**src/rtl/dsp_add_pkg.sv**
```systemverilog
// Shared helpers and pipeline control type for the compensating N-operand adder.
package dsp_add_pkg;

    function automatic int clog2(input int n);
        int r = 0;
        while ((1 << r) < n) r++;
        return r;
    endfunction

    function automatic bit res_width_ok(input int op_width, input int n_ops, input int res_width);
        return res_width >= op_width + clog2(n_ops) + 1;
    endfunction

    // Per-beat control that rides alongside the data through every stage.
    typedef struct packed {
        logic valid;
        logic last;
        logic mode;
    } stage_ctl_t;

endpackage

```
**src/rtl/dsp_add_pair_level.sv**
```systemverilog
// One registered level of the adder tree: sums adjacent pairs, holds when en is low.
module dsp_add_pair_level
    import dsp_add_pkg::*;
#(
    parameter int IN_CNT     = 2,
    parameter int W          = 48,
    parameter int USER_WIDTH = 8
) (
    input  logic                         clk,
    input  logic                         rst_n,
    input  logic                         clr,
    input  logic                         en,
    input  logic [IN_CNT-1:0][W-1:0]     in_sum,
    input  stage_ctl_t                   in_ctl,
    input  logic [USER_WIDTH-1:0]        in_user,
    output logic [IN_CNT/2-1:0][W-1:0]   out_sum,
    output stage_ctl_t                   out_ctl,
    output logic [USER_WIDTH-1:0]        out_user
);

    always_ff @(posedge clk) begin
        if (!rst_n || clr) out_ctl <= '0;
        else if (en)       out_ctl <= in_ctl;
    end

    // Data carries no reset; only the valid bit qualifies it.
    always_ff @(posedge clk) begin
        if (en) begin
            for (int i = 0; i < IN_CNT / 2; i++)
                out_sum[i] <= in_sum[2*i] + in_sum[2*i+1];
            out_user <= in_user;
        end
    end

endmodule

```
**src/rtl/dsp_addn_cin_acc.sv**
```systemverilog
// Pipelined N-operand signed adder with masked carry compensation, flow control
// and an optional multi-beat frame accumulator with overflow flag.
module dsp_addn_cin_acc
    import dsp_add_pkg::*;
#(
    parameter int               N_OPS      = 8,
    parameter int               OP_WIDTH   = 18,
    parameter int               RES_WIDTH  = 48,
    parameter logic [N_OPS-1:0] CIN_MASK   = N_OPS'(8'b1100_1100),
    parameter int               USER_WIDTH = 8
) (
    input  logic                      clk,
    input  logic                      aresetn,
    input  logic                      dsp_reset,
    input  logic                      in_valid,
    output logic                      in_ready,
    input  logic [N_OPS*OP_WIDTH-1:0] ops,
    input  logic [N_OPS-1:0]          cin,
    input  logic                      acc_mode,
    input  logic                      in_last,
    input  logic [USER_WIDTH-1:0]     in_user,
    output logic                      out_valid,
    input  logic                      out_ready,
    output logic [RES_WIDTH-1:0]      result,
    output logic [USER_WIDTH-1:0]     out_user,
    output logic                      out_ovf
);

    localparam int L = clog2(N_OPS);
    localparam int P = 1 << L;

    if (!res_width_ok(OP_WIDTH, N_OPS, RES_WIDTH) || N_OPS < 2 || N_OPS > 32) begin : g_param_check
        $error("dsp_addn_cin_acc: N_OPS out of range or RES_WIDTH too narrow");
    end

    logic adv;
    assign adv      = !out_valid || out_ready;
    assign in_ready = aresetn && !dsp_reset && adv;

    // Stage 0: sign-extend, fold in the masked carry, pad to a power of two.
    logic [P-1:0][RES_WIDTH-1:0] s0_next, s0_sum;
    stage_ctl_t                  s0_ctl;
    logic [USER_WIDTH-1:0]       s0_user;

    always_comb begin
        s0_next = '0;
        for (int i = 0; i < N_OPS; i++)
            s0_next[i] = RES_WIDTH'($signed(ops[i*OP_WIDTH +: OP_WIDTH]))
                       + RES_WIDTH'(cin[i] & CIN_MASK[i]);
    end

    always_ff @(posedge clk) begin
        if (!aresetn || dsp_reset) s0_ctl <= '0;
        else if (adv)              s0_ctl <= '{valid: in_valid, last: in_last, mode: acc_mode};
    end

    always_ff @(posedge clk) begin
        if (adv) begin
            s0_sum  <= s0_next;
            s0_user <= in_user;
        end
    end

    // Tree levels packed back to back: level k+1 output starts at P - (P >> k).
    logic [P-2:0][RES_WIDTH-1:0]  lvl_sum;
    stage_ctl_t [L:1]             lvl_ctl;
    logic [L:1][USER_WIDTH-1:0]   lvl_user;

    for (genvar k = 0; k < L; k++) begin : g_lvl
        localparam int CNT = P >> k;
        if (k == 0) begin : g_first
            dsp_add_pair_level #(.IN_CNT(CNT), .W(RES_WIDTH), .USER_WIDTH(USER_WIDTH)) u_lvl (
                .clk      (clk),
                .rst_n    (aresetn),
                .clr      (dsp_reset),
                .en       (adv),
                .in_sum   (s0_sum),
                .in_ctl   (s0_ctl),
                .in_user  (s0_user),
                .out_sum  (lvl_sum[P-CNT +: CNT/2]),
                .out_ctl  (lvl_ctl[k+1]),
                .out_user (lvl_user[k+1])
            );
        end else begin : g_next
            dsp_add_pair_level #(.IN_CNT(CNT), .W(RES_WIDTH), .USER_WIDTH(USER_WIDTH)) u_lvl (
                .clk      (clk),
                .rst_n    (aresetn),
                .clr      (dsp_reset),
                .en       (adv),
                .in_sum   (lvl_sum[P-2*CNT +: CNT]),
                .in_ctl   (lvl_ctl[k]),
                .in_user  (lvl_user[k]),
                .out_sum  (lvl_sum[P-CNT +: CNT/2]),
                .out_ctl  (lvl_ctl[k+1]),
                .out_user (lvl_user[k+1])
            );
        end
    end

    logic [RES_WIDTH-1:0]  tree, acc, acc_sum;
    logic [USER_WIDTH-1:0] tuser;
    stage_ctl_t            tctl;
    logic                  in_frame, acc_ovf, add_ovf, frame_ovf;

    assign tree  = lvl_sum[P-2];
    assign tctl  = lvl_ctl[L];
    assign tuser = lvl_user[L];

    // First beat of a frame loads, so it can never overflow.
    assign acc_sum   = in_frame ? acc + tree : tree;
    assign add_ovf   = in_frame && (acc[RES_WIDTH-1] == tree[RES_WIDTH-1])
                                && (acc_sum[RES_WIDTH-1] != acc[RES_WIDTH-1]);
    assign frame_ovf = acc_ovf || add_ovf;

    always_ff @(posedge clk) begin
        if (!aresetn) begin
            out_valid <= 1'b0;
            result    <= '0;
            out_user  <= '0;
            out_ovf   <= 1'b0;
            acc       <= '0;
            acc_ovf   <= 1'b0;
            in_frame  <= 1'b0;
        end else if (dsp_reset) begin
            out_valid <= 1'b0;
            acc       <= '0;
            acc_ovf   <= 1'b0;
            in_frame  <= 1'b0;
        end else if (adv) begin
            out_valid <= tctl.valid && (!tctl.mode || tctl.last);
            if (tctl.valid && !tctl.mode) begin
                result   <= tree;
                out_user <= tuser;
                out_ovf  <= 1'b0;
            end else if (tctl.valid && tctl.last) begin
                result   <= acc_sum;
                out_user <= tuser;
                out_ovf  <= frame_ovf;
                acc      <= '0;
                acc_ovf  <= 1'b0;
                in_frame <= 1'b0;
            end else if (tctl.valid) begin
                acc      <= acc_sum;
                acc_ovf  <= frame_ovf;
                in_frame <= 1'b1;
            end
        end
    end

endmodule

```
**config.mk**
```make
export PLATFORM = sky130hd
export DESIGN_NAME = dsp_addn_cin_acc
export DESIGN_NICKNAME = d
export VERILOG_FILES = /design/src/rtl/dsp_add_pkg.sv /design/src/rtl/dsp_add_pair_level.sv /design/src/rtl/dsp_addn_cin_acc.sv
export SDC_FILE = /design/constraint.sdc
export NUM_CORES = 1
export LEC_CHECK = 0
export CAP_MARGIN = 15
export CORE_ASPECT_RATIO = 2
export CORE_MARGIN = 8
export CORE_UTILIZATION = 55
export DETAILED_ROUTE_END_ITERATION = 8
export PLACE_DENSITY = 0.85
export SLEW_MARGIN = 40
export SYNTH_ARGS = -nofsm -noshare
export SYNTH_HDL_FRONTEND = slang
export SYNTH_SLANG_ARGS = --single-unit
```
**constraint.sdc**
```tcl
create_clock -name clk -period 29.8 [get_ports clk]
set_input_delay 4.47 -clock clk [delete_from_list [all_inputs] [get_ports clk]]
set_output_delay 4.47 -clock clk [all_outputs]
set_load 0.1 [all_outputs]
```
==> flow_metrics.tcl, run 1 <==
set metrics [dict create \
    synth_cells 3143 \
    r2r_end "g_lvl[2].g_next.u_lvl.out_sum[44]$_DFFE_PP_" \
    clockPowerShare 0.226 \
    crit_type "in -> out" \
    p_int_w 0.00207 \
    p_leak_nw 15.3 \
    async_flop_share 0 \
    hold_viol_final 0 \
    path_clk_slew_ns 0.07 \
    wl_um 75800 \
    grt_start_max_net_pins 114 \
    power.share.combinational 0.405 \
    rrSetupSlack_ns 25.63 \
    cts-root-buf "clkbuf_16" \
    die_w_um 190 \
    synth.net_count 3588 \
    dieArea_um2 69000 \
    period_share 0.356 \
    max_slew.worst_pin.slew_ns 0.810 \
    synth_compound_area_frac 0.187 \
    min-delay-path-class "reg -> reg" \
    final_util 0.631 \
    power_switching_w 0.00116 \
    fmax_mhz 94.2 \
    rsz0062_at_grt "no" \
    drt_iter0_markers 1244 \
    switching_share 0.358 \
    cts_made_buffers 51 \
    cts-htree-levels 2 \
    post-route-min-period_ns 10.61 \
    grt.overflow.total 0 \
    avgSynthCellArea_um2 10.6 \
    synth_ff_type "edfxtp_1" \
    place_area_um2 35900 \
    cts_resized 0 \
    stdcell_area_um2 37800 \
    required_ns 25.33 \
    grt_util_all_layers 0.217 \
    drtPass1Iterations 5 \
    post_cts_buffers 0 \
    setup_viol 0 \
    synth_edf_count 458 \
    grt_pass1_vias 25182 \
    synth_top_family_by_area "compound AO/OA/AOI/OAI gates" \
    globalplace.congestion 0.914 \
    start_util 0.555 \
    slew_viol_final 0 \
    reg2regPathDepth 14 \
    holdPathEnd "g_lvl[1].g_next.u_lvl.out_user[1]$_DFFE_PP_" \
    fillers 4664 \
    holdPathStages 0 \
    coreArea_um2 59900 \
    pin_count 226 \
    fin_nets 3778 \
    synth_adder_area_share 0.107 \
    p_seq_frac 0.369 \
    syn_area_um2 33200 \
    mostFrequentLayoutCell "edfxtp_1" \
    startpoint_type "primary input" \
    vias 24522 \
    dp_hpwl_um 57500 \
    mostFrequentLayoutCells "458 x edfxtp_1, 322 x a21oi_1, 269 x ha_1" \
    rr_startpoint "g_lvl[1].g_next.u_lvl.out_sum[48]$_DFFE_PP_" \
    power.density_nw_per_um2 85.3 \
    cts_buffer_depth 3 \
    die_height_um 364 \
    crit_fanout 39 \
    yosysWarningCount 0 \
    status "finished, final reports clean" \
    drc 0 \
    area_delta_synth_final_pct 13.8 \
    cts_tree "built" \
    worst_setup_path_end_kind "primary output" \
    ys_types 90 \
    final.setup.tns_ns 0 \
    synth-seq-cells 578 \
    synth-simple-area-share 0.113 \
    antenna_found_initial 1 \
    clkSinkCount 578 \
    hp-start "g_lvl[0].g_first.u_lvl.out_user[1]$_DFFE_PP_" \
    drive_gt1_frac 0.0658 \
    max_slew_margin 0.459 \
    worstSkewPairLatency_ns 0.63 \
    ctsHoldBuffers 0 \
    synth_xor_area_frac 0.0762 \
    finClkSkew_ns 0.0297 \
    critPathArrivalTime_ns 6.14 \
    ant_nets 0 \
    grt_pass1_wl_um 123000 \
    vdd_drop_max_mv 0.0557 \
    rows 127 \
    vias_per_cell 5.91 \
    port-buffer-count 221 \
    drv_cap 0 \
    synth.mux.area_fraction 0.00908 \
    synth.yosys.seq_area_share 0.486 \
    drt-wirelength-per-cell_um 18.3 \
    n_antenna_cell 0 \
]
area by class of cell:
type                       instances  area (um2)  share of cell area
multi-input combinational       2370       16300               0.432
sequential                       578       16200               0.427
timing repair buffer             243        2120              0.0561
clock buffer                      60        1370              0.0363
tap                              774         968              0.0256
clock inverter                    35         495              0.0131
inverter                          89         342             0.00903
how the worst max path moves through the flow:
stage	from	endpoint	slack, ns	cells after the start
global placement	aresetn	in_ready	18.47	6
global route	aresetn	in_ready	19.06	6
detailed placement	aresetn	in_ready	19.16	6
CTS	aresetn	in_ready	19.17	6
floorplan	out_ready	g_lvl[0].g_first.u_lvl.out_sum[0]$_DFFE_PP_	11.49	4
finish	aresetn	in_ready	19.19	6
Yosys cell counts, types with 5 or more instances:
library cell	count	area, um2
a211o_1	5	43.8
a211oi_1	39	293
a211oi_2	5	62.6
a21boi_0	15	113
a21o_1	131	983
a21oi_1	323	1620
a22oi_1	5	37.5
a311oi_1	7	61.3
a31oi_1	23	144
a32oi_1	5	43.8
and2_1	8	50.1
and3_1	33	206
and4_1	6	52.6
buf_1	8	30.0
buf_2	6	30.0
clkbuf_1	91	342
dfxtp_1	120	2400
edfxtp_1	458	13800
fa_1	8	160
ha_1	270	3380
inv_1	86	323
mux2i_1	29	290
nand2_1	232	871
nand2b_1	36	225
nand3_1	87	435
nand4_1	35	219
nor2_1	221	830
nor2b_1	53	332
nor3_1	46	230
nor3b_1	6	45.0
o211ai_1	20	150
o21a_1	36	270
o21ai_0	199	996
o21ai_1	20	100
o21bai_1	45	338
o22ai_1	16	100
o31a_1	7	61.3
o31ai_1	12	90.1
or3_1	15	93.8
xnor2_1	203	1780
xor2_1	86	753
power groups by stage:
stage | Clock [W] | Sequential [W] | Combinational (W)
finish | 0.000729 | 0.00119 | 0.00131
global route | 0.000770 | 0.00121 | 0.00144
CTS | 0.000742 | 0.00119 | 0.00130
detailed placement | 0 | 0.00121 | 0.00130
global placement | 0 | 0.00120 | 0.00127
floorplan | 0 | 0.00117 | 0.000991
metal layers:
layer,up-vias,part of all wire,GRT usage
met4,0,0.056,0.121
met2,686,0.54,0.425
met1,11521,0.36,0.212
li1,12063,-,-
met3,252,0.041,0.0294
met5,-,0,0
critical path, cell delays in order:
cell and delay (ns):
clkdlybuf4s50_1 0.45, buf_4 0.28, nand2b_1 0.09, buf_4 0.27, nor2_1 0.13, buf_2 0.43
kinds of logic after synthesis:
group           Yosys count
compound gates          974
xor+xnor                289
fa+ha+maj               278
buf+inv                 195
flops                   578
mux                      30
simple gates            799
flip-flops by register name, indices dropped and copies added (netlist names), 6 cells and up:
register,count
s0_sum,148
g_lvl.g_first.u_lvl.out_sum,134
g_lvl.g_next.u_lvl.out_user,16
result,48
g_lvl.g_next.u_lvl.out_sum,144
acc,48
g_lvl.g_next.u_lvl.out_ctl,6
s0_user,8
out_user,8
g_lvl.g_first.u_lvl.out_user,8
through the flow:
stage	hold slack [ns]	worst slack, ns	instances	power, W
5_1_grt	0.428	19.06	4149	0.00342
4_1_cts	0.420	19.17	4149	0.00324
2_1_floorplan	0.400	11.49	3143	0.00217
6_report	0.419	19.19	4149	0.00323
3_3_place_gp	0.403	18.47	4053	0.00247
3_5_place_dp	0.405	19.16	4054	0.00251
Note: power is estimated with default switching activity, not from simulation.
==> run 2: changes to the inputs <==
Settings changed: PLACE_DENSITY 0.85 to 0.88.
Clock period 29.8 ns to 8.7 ns, I/O delays scaled along.
==> flow_metrics.tcl, run 2 (synthesis results as in run 1) <==
set metrics [dict create \
    switching_share 0.363 \
    max_slew.worst_pin.slew_ns 0.777 \
    mostFrequentLayoutCell "edfxtp_1" \
    critPathCapture "in_ready" \
    crit_type "in -> out" \
    die_height_um 364 \
    setup_viol 0 \
    grt_util_all_layers 0.219 \
    rrSetupSlack_ns 4.41 \
    p_seq_frac 0.376 \
    crit_fanout 39 \
    n_antenna_cell 0 \
    drc 0 \
    wl_met1_um 27500 \
    cts_buffer_depth 3 \
    dieArea_um2 69000 \
    cts-root-buf "clkbuf_16" \
    cts-htree-levels 2 \
    ant_nets 0 \
    rsz0062_at_grt "no" \
    top_register "s0_sum" \
    die_w_um 190 \
    r2r_end "g_lvl[2].g_next.u_lvl.out_sum[44]$_DFFE_PP_" \
    port-buffer-count 221 \
    startpoint_type "primary input" \
    max_stage_delay_ns 0.46 \
    clockPowerShare 0.212 \
    layout_setup_ws_ns 4.38 \
    largest_reg_flops 148 \
    rows 127 \
    worst_path_max_delay_cell "clkdlybuf4s50_1" \
    post_cts_buffers 0 \
    slew_viol_final 0 \
    path_depth 6 \
    cts_resized 0 \
    fin_nets 3780 \
    rr_startpoint "g_lvl[1].g_next.u_lvl.out_sum[48]$_DFFE_PP_" \
    grt_start_max_net_pins 116 \
    pin_count 226 \
    vias 24535 \
    power.share.combinational 0.411 \
    cp-startpoint "aresetn" \
    wl_met3_um 3560 \
    critPathTopFamily "buffers and inverters" \
    area_delta_synth_final_pct 13.4 \
    fmax_mhz 232 \
    status "finished, final reports clean" \
    path_clk_slew_ns 0.06 \
    period_share 0.496 \
    grt.overflow.total 0 \
    globalplace.congestion 0.912 \
    dpl_worst_slack_ns 4.37 \
    reg_top3 "s0_sum x148, g_lvl.g_next.u_lvl.out_sum x144, g_lvl.g_first.u_lvl.out_sum x134" \
    vdd_drop_max_mv 0.191 \
    max_slew_margin 0.482 \
    worst_setup_path_end_kind "primary output" \
    post-route-min-period_ns 4.32 \
    hold_viol_final 0 \
    worstSkewPairLatency_ns 0.63 \
    p_leak_nw 15.3 \
    grt_pass1_wl_um 123000 \
    min-delay-path-class "reg -> reg" \
    mostFrequentLayoutCells "458 x edfxtp_1, 322 x a21oi_1, 269 x ha_1" \
    p_int_w 0.00691 \
    path_cells "clkdlybuf4s50_1 > buf_4 > nand2b_1 > buf_4 > nor2_1 > buf_2" \
    timing.critical_path.buf_inv 4 \
    required_ns 7.39 \
    power.density_nw_per_um2 288 \
    start_util 0.555 \
    cp_common_cell "buf_4" \
    ctsHoldBuffers 0 \
    cts_made_buffers 51 \
    final.setup.tns_ns 0 \
    cts_tree "built" \
    routed.top_layer "met4" \
    finClkSkew_ns 0.0398 \
    grt_pass1_vias 24890 \
    drt_iter0_markers 1222 \
    drv_cap 0 \
    drive_gt1_frac 0.0649 \
    wl_met2_um 42000 \
    antenna_found_initial 0 \
    power_switching_w 0.00395 \
    reg2regPathDepth 14 \
    wl_um 76900 \
    coreArea_um2 59900 \
    drt-wirelength-per-cell_um 18.5 \
    dp_hpwl_um 58000 \
    vias_per_cell 5.91 \
    clkSinkCount 578 \
    drtPass1Iterations 5 \
    critPathArrivalTime_ns 3.01 \
]
[run 2: changes by cell type in the layout (fill, tap and decap cells not counted), sizes merged]
| cell | before | now |
|---|---|---|
| clkinvlp | 8 | 6 |
| buf | 81 | 83 |
| clkinv | 15 | 21 |
| inv | 92 | 93 |
| bufinv | 9 | 4 |
| clkbuf | 60 | 57 |
[run 2: worst min-delay path by stage]
stage,slack [ns],depth (start not counted),from,endpoint
2_1_floorplan,0.40,0,s0_user[0]$_DFFE_PP_,g_lvl[0].g_first.u_lvl.out_user[0]$_DFFE_PP_
3_3_place_gp,0.40,0,g_lvl[0].g_first.u_lvl.out_user[3]$_DFFE_PP_,g_lvl[1].g_next.u_lvl.out_user[3]$_DFFE_PP_
3_5_place_dp,0.40,0,g_lvl[0].g_first.u_lvl.out_user[2]$_DFFE_PP_,g_lvl[1].g_next.u_lvl.out_user[2]$_DFFE_PP_
4_1_cts,0.42,0,g_lvl[0].g_first.u_lvl.out_user[7]$_DFFE_PP_,g_lvl[1].g_next.u_lvl.out_user[7]$_DFFE_PP_
5_1_grt,0.42,0,g_lvl[1].g_next.u_lvl.out_user[4]$_DFFE_PP_,g_lvl[2].g_next.u_lvl.out_user[4]$_DFFE_PP_
6_report,0.42,0,g_lvl[0].g_first.u_lvl.out_user[7]$_DFFE_PP_,g_lvl[1].g_next.u_lvl.out_user[7]$_DFFE_PP_
[run 2: per-stage QoR]
stage | cell area [um2] | power (W) | hold WS [ns] | utilization | instances
after floorplan | 33200 | 0.00742 | 0.400 | - | 3143
after global placement | 36200 | 0.00842 | 0.402 | 0.604 | 4054
after detailed placement | 35900 | 0.00855 | 0.405 | 0.600 | 4055
after CTS | 37600 | 0.0109 | 0.418 | 0.628 | 4147
after global routing | 37700 | 0.0115 | 0.424 | 0.629 | 4148
final | 37700 | 0.0109 | 0.417 | 0.629 | 4148
[run 2: routing by layer]
layer  global-route usage  vias to the layer above
met5                    0                        -
met4                0.114                        0
met3               0.0320                      202
met2                0.429                      685
met1                0.216                    11592
li1                     -                    12056
[run 2: layout make-up]
type | count | area, um2
clock inverter | 35 | 363
fill | 4569 | 22200
clock buffer | 57 | 1330
timing repair buffer | 245 | 2150
sequential | 578 | 16200
multi-input combinational | 2370 | 16300
inverter | 89 | 342
tap | 774 | 968
[run 2: power by group through the flow]
stage	clock network, W	registers, W	logic, W
after global placement	0	0.00412	0.00430
after global routing	0.00245	0.00414	0.00493
after floorplan	0	0.00402	0.00340
after detailed placement	0	0.00415	0.00441
after CTS	0.00235	0.00409	0.00445
final	0.00231	0.00408	0.00447
